<file path="src/rtl/uart_csr_bank.sv">
// uart_csr_bank: host-facing register bank for the UART controller.
//
// Purpose
//   Holds the staged and active frame/divisor configuration, the control
//   register, the sticky interrupt status/enable pair and the FIFO data
//   port. New frame/divisor settings are applied by a small commit FSM
//   only once both datapaths report idle.
//
// Ports
//   clk_i, rst_n_i            clock, asynchronous active-low reset
//   addr_i, wr_i, rd_i        register select and single-cycle host strobes
//   wdata_i                   host write data
//   rdata_o, rd_valid_o       registered read return (latency 1)
//   tx_idle_i, rx_idle_i      datapath idle flags gating a commit
//   evt_i                     {OVR,PAR,FRM,RXRDY,TXDONE} event pulses
//   tx_full_i, rx_empty_i     FIFO flags; rx_data_i is the RX FIFO head
//   tx_data_o, tx_push_o      TX FIFO write port (registered)
//   rx_pop_o                  RX FIFO pop (combinational)
//   frame_o, divisor_o        active {DWID,PMID,SBID} and baud divisor
//   commit_o                  one-cycle pulse when staged config goes live
//   tx_en_o, rx_en_o          CTR.COM enables; rx_thr_o RX threshold
//   irq_o                     registered |(ISR & IER)
module uart_csr_bank #(
  parameter int               DATA_W     = 8,
  parameter int               DIV_W      = 16,
  parameter int               FIFO_DEPTH = 64,
  parameter logic [DIV_W-1:0] STD_DIV    = DIV_W'(54),
  parameter logic [5:0]       STD_FRAME  = 6'h0C,
  localparam int              THR_W      = $clog2(FIFO_DEPTH)
) (
  input  logic              clk_i,
  input  logic              rst_n_i,
  input  logic [2:0]        addr_i,
  input  logic              wr_i,
  input  logic              rd_i,
  input  logic [DATA_W-1:0] wdata_i,
  output logic [DATA_W-1:0] rdata_o,
  output logic              rd_valid_o,
  input  logic              tx_idle_i,
  input  logic              rx_idle_i,
  input  logic [4:0]        evt_i,
  input  logic              tx_full_i,
  input  logic              rx_empty_i,
  input  logic [7:0]        rx_data_i,
  output logic [7:0]        tx_data_o,
  output logic              tx_push_o,
  output logic              rx_pop_o,
  output logic [5:0]        frame_o,
  output logic [DIV_W-1:0]  divisor_o,
  output logic              commit_o,
  output logic              tx_en_o,
  output logic              rx_en_o,
  output logic [THR_W-1:0]  rx_thr_o,
  output logic              irq_o
);

  typedef enum logic [1:0] {S_IDLE, S_PEND, S_WAIT, S_APPLY} state_t;

  state_t             state_q, state_d;
  logic [5:0]         stg_frame_q, stg_frame_d, act_frame_q, act_frame_d;
  logic [DIV_W-1:0]   stg_div_q, stg_div_d, act_div_q, act_div_d;
  logic [1:0]         com_q, com_d;
  logic [THR_W-1:0]   thr_q, thr_d;
  logic [7:0]         ier_q, ier_d, isr_q, isr_d;
  logic               stdc_q, stdc_d;
  logic               commit_q, commit_d;
  logic               irq_q, irq_d;
  logic               tx_push_q, tx_push_d;
  logic [7:0]         tx_data_q, tx_data_d;
  logic               rd_valid_q, rd_valid_d;
  logic [DATA_W-1:0]  rdata_q, rdata_d;

  logic [7:0]          isr_set, isr_clr;
  logic                cfg_start;
  logic                rd_en;
  // Staged divisor widened to two host words so DVL/DVU map onto fixed slices.
  logic [2*DATA_W-1:0] div_wide, div_wide_n;

  // A simultaneous write wins; the read (and its FIFO pop) is dropped so no
  // RX byte is consumed without being returned.
  assign rd_en    = rd_i & ~wr_i;
  assign rx_pop_o = rd_en && (addr_i == 3'd7) && !rx_empty_i;

  always_comb begin
    state_d     = state_q;
    stg_frame_d = stg_frame_q;
    act_frame_d = act_frame_q;
    act_div_d   = act_div_q;
    com_d       = com_q;
    thr_d       = thr_q;
    ier_d       = ier_q;
    stdc_d      = 1'b0;
    commit_d    = 1'b0;
    tx_push_d   = 1'b0;
    tx_data_d   = tx_data_q;
    rd_valid_d  = 1'b0;
    rdata_d     = rdata_q;
    isr_set     = {3'b000, evt_i};
    isr_clr     = 8'h00;
    cfg_start   = 1'b0;
    div_wide    = '0;
    div_wide[DIV_W-1:0] = stg_div_q;
    div_wide_n  = div_wide;

    if (wr_i) begin
      case (addr_i)
        3'd0: begin
          stg_frame_d = wdata_i[5:0];
          cfg_start   = 1'b1;
        end
        3'd1: div_wide_n[DATA_W-1:0] = wdata_i;
        3'd2: begin
          div_wide_n[2*DATA_W-1:DATA_W] = wdata_i;
          cfg_start = 1'b1;
        end
        3'd3: thr_d = wdata_i[THR_W-1:0];
        3'd4: begin
          com_d  = wdata_i[4:3];
          stdc_d = wdata_i[0];
        end
        3'd5: isr_clr = wdata_i[7:0];
        3'd6: ier_d   = wdata_i[7:0];
        default: begin
          if (tx_full_i) begin
            isr_set[6] = 1'b1;
          end else begin
            tx_push_d = 1'b1;
            tx_data_d = wdata_i[7:0];
          end
        end
      endcase
    end
    stg_div_d = div_wide_n[DIV_W-1:0];

    if (rd_en) begin
      rd_valid_d = 1'b1;
      case (addr_i)
        3'd0: rdata_d = DATA_W'(stg_frame_q);
        3'd1: rdata_d = div_wide[DATA_W-1:0];
        3'd2: rdata_d = div_wide[2*DATA_W-1:DATA_W];
        3'd3: rdata_d = DATA_W'({tx_full_i, rx_empty_i, thr_q});
        3'd4: rdata_d = DATA_W'({com_q, 3'b000});
        3'd5: rdata_d = DATA_W'(isr_q);
        3'd6: rdata_d = DATA_W'(ier_q);
        default: begin
          if (rx_empty_i) begin
            rdata_d    = '0;
            isr_set[7] = 1'b1;
          end else begin
            rdata_d = DATA_W'(rx_data_i);
          end
        end
      endcase
    end

    case (state_q)
      S_IDLE:  if (cfg_start) state_d = S_PEND;
      S_PEND:  state_d = S_WAIT;
      S_WAIT: begin
        if (tx_idle_i && rx_idle_i) begin
          state_d = S_APPLY;
          // Use the next staged values so a write in this very cycle is applied.
          act_frame_d = stg_frame_d;
          act_div_d   = stg_div_d;
          commit_d    = 1'b1;
          isr_set[5]  = 1'b1;
        end
      end
      default: state_d = cfg_start ? S_PEND : S_IDLE;
    endcase

    // Standard-config one cycle after the STDC write overrides everything above.
    if (stdc_q) begin
      stg_frame_d = STD_FRAME;
      stg_div_d   = STD_DIV;
      act_frame_d = STD_FRAME;
      act_div_d   = STD_DIV;
      state_d     = S_IDLE;
      commit_d    = 1'b0;
      isr_set[5]  = 1'b0;
    end

    // Set beats clear when both hit the same bit.
    isr_d = (isr_q & ~isr_clr) | isr_set;
    irq_d = |(isr_d & ier_d);
  end

  always_ff @(posedge clk_i or negedge rst_n_i) begin
    if (!rst_n_i) begin
      state_q     <= S_IDLE;
      stg_frame_q <= STD_FRAME;
      act_frame_q <= STD_FRAME;
      stg_div_q   <= STD_DIV;
      act_div_q   <= STD_DIV;
      com_q       <= 2'b11;
      thr_q       <= '0;
      ier_q       <= 8'h00;
      isr_q       <= 8'h00;
      stdc_q      <= 1'b0;
      commit_q    <= 1'b0;
      irq_q       <= 1'b0;
      tx_push_q   <= 1'b0;
      tx_data_q   <= 8'h00;
      rd_valid_q  <= 1'b0;
      rdata_q     <= '0;
    end else begin
      state_q     <= state_d;
      stg_frame_q <= stg_frame_d;
      act_frame_q <= act_frame_d;
      stg_div_q   <= stg_div_d;
      act_div_q   <= act_div_d;
      com_q       <= com_d;
      thr_q       <= thr_d;
      ier_q       <= ier_d;
      isr_q       <= isr_d;
      stdc_q      <= stdc_d;
      commit_q    <= commit_d;
      irq_q       <= irq_d;
      tx_push_q   <= tx_push_d;
      tx_data_q   <= tx_data_d;
      rd_valid_q  <= rd_valid_d;
      rdata_q     <= rdata_d;
    end
  end

  assign rdata_o    = rdata_q;
  assign rd_valid_o = rd_valid_q;
  assign tx_data_o  = tx_data_q;
  assign tx_push_o  = tx_push_q;
  assign frame_o    = act_frame_q;
  assign divisor_o  = act_div_q;
  assign commit_o   = commit_q;
  assign tx_en_o    = com_q[0];
  assign rx_en_o    = com_q[1];
  assign rx_thr_o   = thr_q;
  assign irq_o      = irq_q;

endmodule

</file>
<file path="config.mk">
export PLATFORM = sky130hd
export DESIGN_NAME = uart_csr_bank
export DESIGN_NICKNAME = d
export VERILOG_FILES = /design/src/rtl/uart_csr_bank.sv
export SDC_FILE = /design/constraint.sdc
export NUM_CORES = 1
export LEC_CHECK = 0
export CORE_AREA = 8 8 101 103
export CTS_BUF_LIST = sky130_fd_sc_hd__clkbuf_2 sky130_fd_sc_hd__clkbuf_4 sky130_fd_sc_hd__clkbuf_8
export DETAILED_ROUTE_END_ITERATION = 8
export DIE_AREA = 0 0 109 111
export GPL_TIMING_DRIVEN = 0
export MAX_ROUTING_LAYER = met4
export PLACE_DENSITY = 0.88
export SETUP_SLACK_MARGIN = 0.3
export SLEW_MARGIN = 5
export SYNTH_ARGS = -nofsm -noshare
export SYNTH_HDL_FRONTEND = slang
export SYNTH_SLANG_ARGS = --single-unit
</file>
<file path="constraint.sdc">
create_clock -name clk_i -period 4.3 [get_ports clk_i]
set_clock_uncertainty 0.1 [all_clocks]
set_input_delay 0.645 -clock clk_i [delete_from_list [all_inputs] [get_ports clk_i]]
set_output_delay 0.645 -clock clk_i [all_outputs]
set_load 0.005 [all_outputs]
</file>
==> results of run 1 <==
## state kept, by name, summed over array words and instances, names as in the netlist, 2 cells and up
name	count
com_q	2
rdata_o	8
tx_data_o	8
divisor_o	16
frame_o	6
rx_thr_o	6
state_q	2
ier_q	8
div_wide	16
stg_frame_q	6
isr_q	8
## how the worst min path moves through the flow
stage / start / to / depth (start not counted)
after floorplan: rst_n_i / commit_o / 0
after global placement: stdc_q / commit_o / 1
after detailed placement: stdc_q / commit_o / 1
after CTS: rst_n_i / irq_o / 1
after global routing: rst_n_i / irq_o / 1
final: rst_n_i / irq_o / 1
## layout make-up
| type | instances | share of cell area |
|---|---|---|
| buffer | 24 | 0.0227 |
| clock buffer | 10 | 0.0246 |
| clock inverter | 6 | 0.0122 |
| inverter | 6 | 0.00422 |
| multi-input combinational | 244 | 0.326 |
| sequential | 91 | 0.430 |
| tap | 108 | 0.0253 |
| timing repair buffer | 81 | 0.155 |
## logic make-up after synthesis
logic type | synth area share
buffers and inverters | 0.0344
and+or+nand+nor | 0.126
AOI/OAI and AO/OA | 0.132
adders and majority gates | 0.00898
DFF | 0.549
muxes | 0.150
## power by group
group          total, W  switching [W]  internal [W]
Sequential      0.00127       0.000146       0.00112
Combinational  0.000886       0.000371      0.000515
Clock          0.000585       0.000309      0.000276
Total           0.00274       0.000825       0.00191
## metal layers
layer,wire [um],global-route usage,vias to the layer above
met5,0,-,-
met2,5320,0.299,97
met1,5250,0.259,1540
met3,716,0.0349,17
li1,-,-,1493
met4,172,0.0575,0
## layout by cell type, fill, tap and decap left out, types with 7 or more instances in the layout
cell type / count
clkbuf_8: 9
nand2_1: 19
clkdlybuf4s50_1: 79
a211oi_1: 18
o21ai_0: 11
mux2i_1: 31
nand2b_1: 8
dfstp_2: 14
buf_2: 7
mux2_2: 28
nor2_1: 53
dfrtp_1: 77
clkbuf_1: 11
nor2b_1: 10
## worst max-delay path, delay by kind of cell
| kind | cells | cell delay [ns] |
|---|---|---|
| buf+inv | 3 | 1.38 |
| simple gates | 2 | 0.41 |
## per-stage QoR
step / area [um^2] / utilization / instances / TNS, ns / total power (W)
6_report: 5340 / 0.624 / 570 / 0 / 0.00274
5_1_grt: 5340 / 0.624 / 570 / 0 / 0.00289
4_1_cts: 5340 / 0.624 / 570 / 0 / 0.00276
3_5_place_dp: 5140 / 0.601 / 554 / 0 / 0.00217
3_3_place_gp: 5120 / 0.598 / 553 / -50.32 / 0.00213
2_1_floorplan: 4180 / - / 365 / 0 / 0.00166
==> impl_metrics.csv, run 1 <==
group,metric,value,unit
run_status,status,"finished clean",
grt,grt_max_degree,73,
timing,timing.final.crit_share,0.740,
synth,ys_types,41,
route,vias,3147,
finish,layout.area.seq,0.00229,mm^2
timing,fin_ws,1.12,ns
synth,synth_fp_nets,400,
synth,synth_common_cells,"77 x dfrtp_1, 53 x nor2_1, 31 x mux2i_1",
floorplan,start_util,0.489,
critical_path,crit_type,"in -> out",
clock_tree,clkLatencyLatePin,0.37,ns
clock_tree,cts_tree,"done",
timing,rsz0062_at_grt,"false",
critical_path,r2r_cells,7,
route,drt-total-wl,11500,um
placement,gp_congestion,0.902,
critical_path,worst-endpoint-arrival,2.44,ns
synth,synthTopCellsByArea,"dfrtp_1 46%, dfstp_2 8.8%, mux2_2 7.5%, mux2i_1 7.4%, nor2_1 4.8%",
critical_path,startpoint,"addr_i[0]",
floorplan,coreArea,0.00855,mm^2
placement,dpl.hpwl,8680,um
synth,synth-seq-cells,91,
critical_path,worst-path-max-fanout,10,
timing,fin_hold_ws,0.0460,ns
clock_tree,clk_pin_slew,0.09,ns
timing,finalHoldViolCount,0,
placement,pre_cts_ws,1.14,ns
critical_path,cp_cell_sequence,"clkdlybuf4s50_1, buf_2, nand3_1, nor3_1, clkdlybuf4s50_1",
timing,slew_violations,0,
route,drtIter0Drc,198,
critical_path,crit_path_start_kind,"input pin",
route,drc_errors,0,
route,vias_per_cell,5.52,
critical_path,cp-end-kind,"primary output",
synth,ys_seq_area_frac,0.549,
synth,synth-edff-count,0,
clock_tree,post-cts-setup-buffer-count,0,
job,max_cap_viol_count,0,
critical_path,rr_startpoint,"state_q[0]",
synth,netlist_area,0.00418,mm^2
power,p_per_area,513,mW/mm^2
power,ir_drop,369,uV
finish,syn2layout_area_growth,27.7,%
synth,yosysWarnings,0,
power,p_leak,2.25,nW
synth,synthCells,365,
route,wl_per_cell,20.1,um
clock_tree,ctsHoldBuffers,0,
floorplan,die_h,111,um
critical_path,r2r_end,"divisor_o[6]",
route,drtAntennaViolNets,0,
critical_path,crit_end,"rx_pop_o",
clock_tree,clock_path_buffers,2,
clock_tree,numClockSinks,91,
floorplan,rows,34,
synth,synthFlopType,"dfrtp_1",
synth,synth_area_leader_cell,"dfrtp_1",
grt,grt_overflow,0,
finish,fillers,695,
timing,worst_slew_pin_slew,0.526,ns
clock_tree,cts_root_buf,"clkbuf_8",
critical_path,cp_common_cell,"clkdlybuf4s50_1",
timing,slew-limit-headroom,0.648,
synth,syn_avg_cell_area,11.5,um^2
grt,grt_pass1_wl,17900,um
clock_tree,cts_buffers,9,
timing,finalSetupViolCount,0,
timing,fin_crit,3.18,ns
route,drt_pre_antenna_iters,5,
floorplan,dieWidth,109,um
clock_tree,cts-resized-gates,0,
placement,port_buffers,80,
finish,drive_gt1_frac,0.171,
worst_hold_path,worstHoldPathType,"in -> async",
grt,grt.total_usage,0.196,
synth,async_reset_ff_frac,1.00,
floorplan,dieArea,0.0121,mm^2
synth,synth_top_area_frac,0.461,
finish,diodes,0,
critical_path,slowest_stage,"clkdlybuf4s50_1",
grt,grt_antenna_before_repair,0,
floorplan,ioPinCount,83,
critical_path,regToRegSetupSlack,2.22,ns
finish,fin_nets,492,
grt,grt_pass1_vias,3268,
timing,clock.fmax,0.314,GHz
clock_tree,htreeDepth,3,
critical_path,worstPathRequired,3.56,ns
finish,multi_input_area,0.00174,mm^2
synth,yosysMostFrequentCell,"dfrtp_1",
critical_path,cpPeakStageDelay,0.59,ns
No activity file was read; power rests on OpenSTA's default activity.
==> run 2, diff against run 1 <==
==> constraint.sdc (replaced) <==
create_clock -name clk_i -period 3 [get_ports clk_i]
set_clock_uncertainty 0.1 [all_clocks]
set_input_delay 0.45 -clock clk_i [delete_from_list [all_inputs] [get_ports clk_i]]
set_output_delay 0.45 -clock clk_i [all_outputs]
set_load 0.005 [all_outputs]
==> run 2 against run 1 <==
Sequential cell count stayed put. Clock power up 42%. Highest routed layer unchanged. Final cell count up 0.18%. Combinational power up 43%. Register-to-register slack lost 1.3 ns. Die area did not move. Hold slack gained 0.31 ns. Via count increased by 1.0%. First-iteration DRC count fell by 9.1%. Wire length is 0.35% higher. Largest cell class unchanged.
==> impl_metrics.csv, run 2 (synthesis results as in run 1) <==
group,metric,value,unit
route,drt-total-wl,11500,um
finish,drive_gt1_frac,0.171,
floorplan,ioPinCount,83,
grt,grt.total_usage,0.196,
finish,fin_nets,493,
route,drtAntennaViolNets,0,
floorplan,dieWidth,109,um
critical_path,worstPathRequired,2.45,ns
timing,clock.fmax,0.388,GHz
placement,gp_congestion,0.902,
grt,grt_antenna_before_repair,0,
floorplan,die_h,111,um
floorplan,coreArea,0.00855,mm^2
clock_tree,cts_tree,"done",
grt,grt_overflow,0,
route,drt_pre_antenna_iters,4,
power,ir_drop,529,uV
clock_tree,cts_root_buf,"clkbuf_8",
timing,slew_violations,0,
critical_path,cp-end-kind,"primary output",
run_status,status,"finished clean",
timing,finalSetupViolCount,0,
clock_tree,clkLatencyLatePin,0.36,ns
route,drc_errors,0,
grt,grt_pass1_wl,17900,um
finish,diodes,0,
timing,fin_crit,2.58,ns
timing,worst_slew_pin_slew,0.534,ns
timing,fin_ws,0.424,ns
timing,finalHoldViolCount,0,
clock_tree,htreeDepth,3,
power,p_leak,2.25,nW
floorplan,start_util,0.489,
critical_path,worst-path-max-fanout,10,
grt,grt_max_degree,73,
critical_path,crit_type,"in -> out",
route,vias_per_cell,5.57,
timing,slew-limit-headroom,0.643,
clock_tree,numClockSinks,91,
placement,pre_cts_ws,0.229,ns
job,max_cap_viol_count,0,
finish,syn2layout_area_growth,28.0,%
clock_tree,clk_pin_slew,0.09,ns
critical_path,crit_path_start_kind,"input pin",
finish,fillers,696,
floorplan,rows,34,
floorplan,dieArea,0.0121,mm^2
placement,dpl.hpwl,8680,um
timing,timing.final.crit_share,0.859,
timing,rsz0062_at_grt,"false",
power,p_per_area,733,mW/mm^2
route,vias,3179,
finish,final_util,0.626,
grt,grt_pass1_vias,3268,
route,wl_per_cell,20.1,um
worst_hold_path,worstHoldPathType,"reg -> reg",
clock_tree,post-cts-setup-buffer-count,0,
clock_tree,cts_buffers,9,
critical_path,worst-endpoint-arrival,2.03,ns
placement,port_buffers,80,
route,drtIter0Drc,180,
finish,most-common-layout-cells,"77 x dfrtp_1, 77 x clkdlybuf4s50_1, 53 x nor2_1",
clock_tree,clock_path_buffers,2,
==> run 2: cell count changes in the layout (fill, tap and decap cells not counted), sizes merged <==
cell           before  now
clkdlybuf4s50      79   77
dlygate4sd3         0    1
dlygate4sd2         0    2
==> run 2: power breakdown <==
group	total, W	switching [W]	leakage [nW]	internal, W
Sequential	0.00182	0.000209	1.07	0.00161
Combinational	0.00127	0.000533	1.08	0.000739
Clock	0.000832	0.000436	0.100	0.000396
Total	0.00392	0.00118	2.25	0.00275
==> run 2: timing repair <==
action,CTS,global route
hold buffers,1,0
gates resized for setup,4,0
hold endpoints to repair,19,0
endpoints found under the setup margin,1,0
==> run 2: layout make-up <==
cell class                      instances  area [um^2]  share of cell area
Sequential cell                        91         2290               0.429
Buffer                                 24          128              0.0238
Timing Repair Buffer                   82          833               0.156
Inverter                                6         22.5             0.00421
Clock buffer                           10          131              0.0245
Clock inverter                          6         65.1              0.0122
Multi-Input combinational cell        244         1740               0.325
Tap cell                              108          135              0.0253
==> run 2: stage by stage <==
| stage | instances | setup TNS (ns) | power (W) | instance area [um^2] | hold WS, ns |
|---|---|---|---|---|---|
| floorplan | 365 | 0 | 0.00238 | 4180 | 0.0544 |
| global placement | 553 | -145.64 | 0.00305 | 5120 | 0.342 |
| detailed placement | 554 | 0 | 0.00311 | 5140 | 0.255 |
| CTS | 571 | 0 | 0.00395 | 5350 | 0.352 |
| global route | 571 | 0 | 0.00414 | 5350 | 0.366 |
| finish | 571 | 0 | 0.00392 | 5350 | 0.351 |
==> run 2: per-layer routing <==
layer,part of all wire,GRT usage,vias to the layer above
met2,0.47,0.299,103
met3,0.060,0.0349,14
met4,0.013,0.0575,0
met5,0,-,-
met1,0.46,0.259,1566
li1,-,-,1496
==> run 2: worst max-delay path, cell delays in order <==
cell and delay (ns):
clkdlybuf4s50_1 0.47, nand2b_1 0.14, clkbuf_1 0.25, nor3_1 0.18, clkdlybuf4s50_1 0.53
==> run 2: final timing paths <==
check / startpoint / to / slack (ns) / cells past startpoint
max in group asynchronous: rst_n_i / div_wide[4] / 1.70 / 3
min in group asynchronous: rst_n_i / irq_o / 0.41 / 2
hold / removal: stdc_q / commit_o / 0.35 / 1
setup reg to reg: state_q[0] / divisor_o[6] / 0.92 / 7
hold reg to reg: stdc_q / commit_o / 0.35 / 1
setup / recovery: rd_i / rx_pop_o / 0.42 / 5
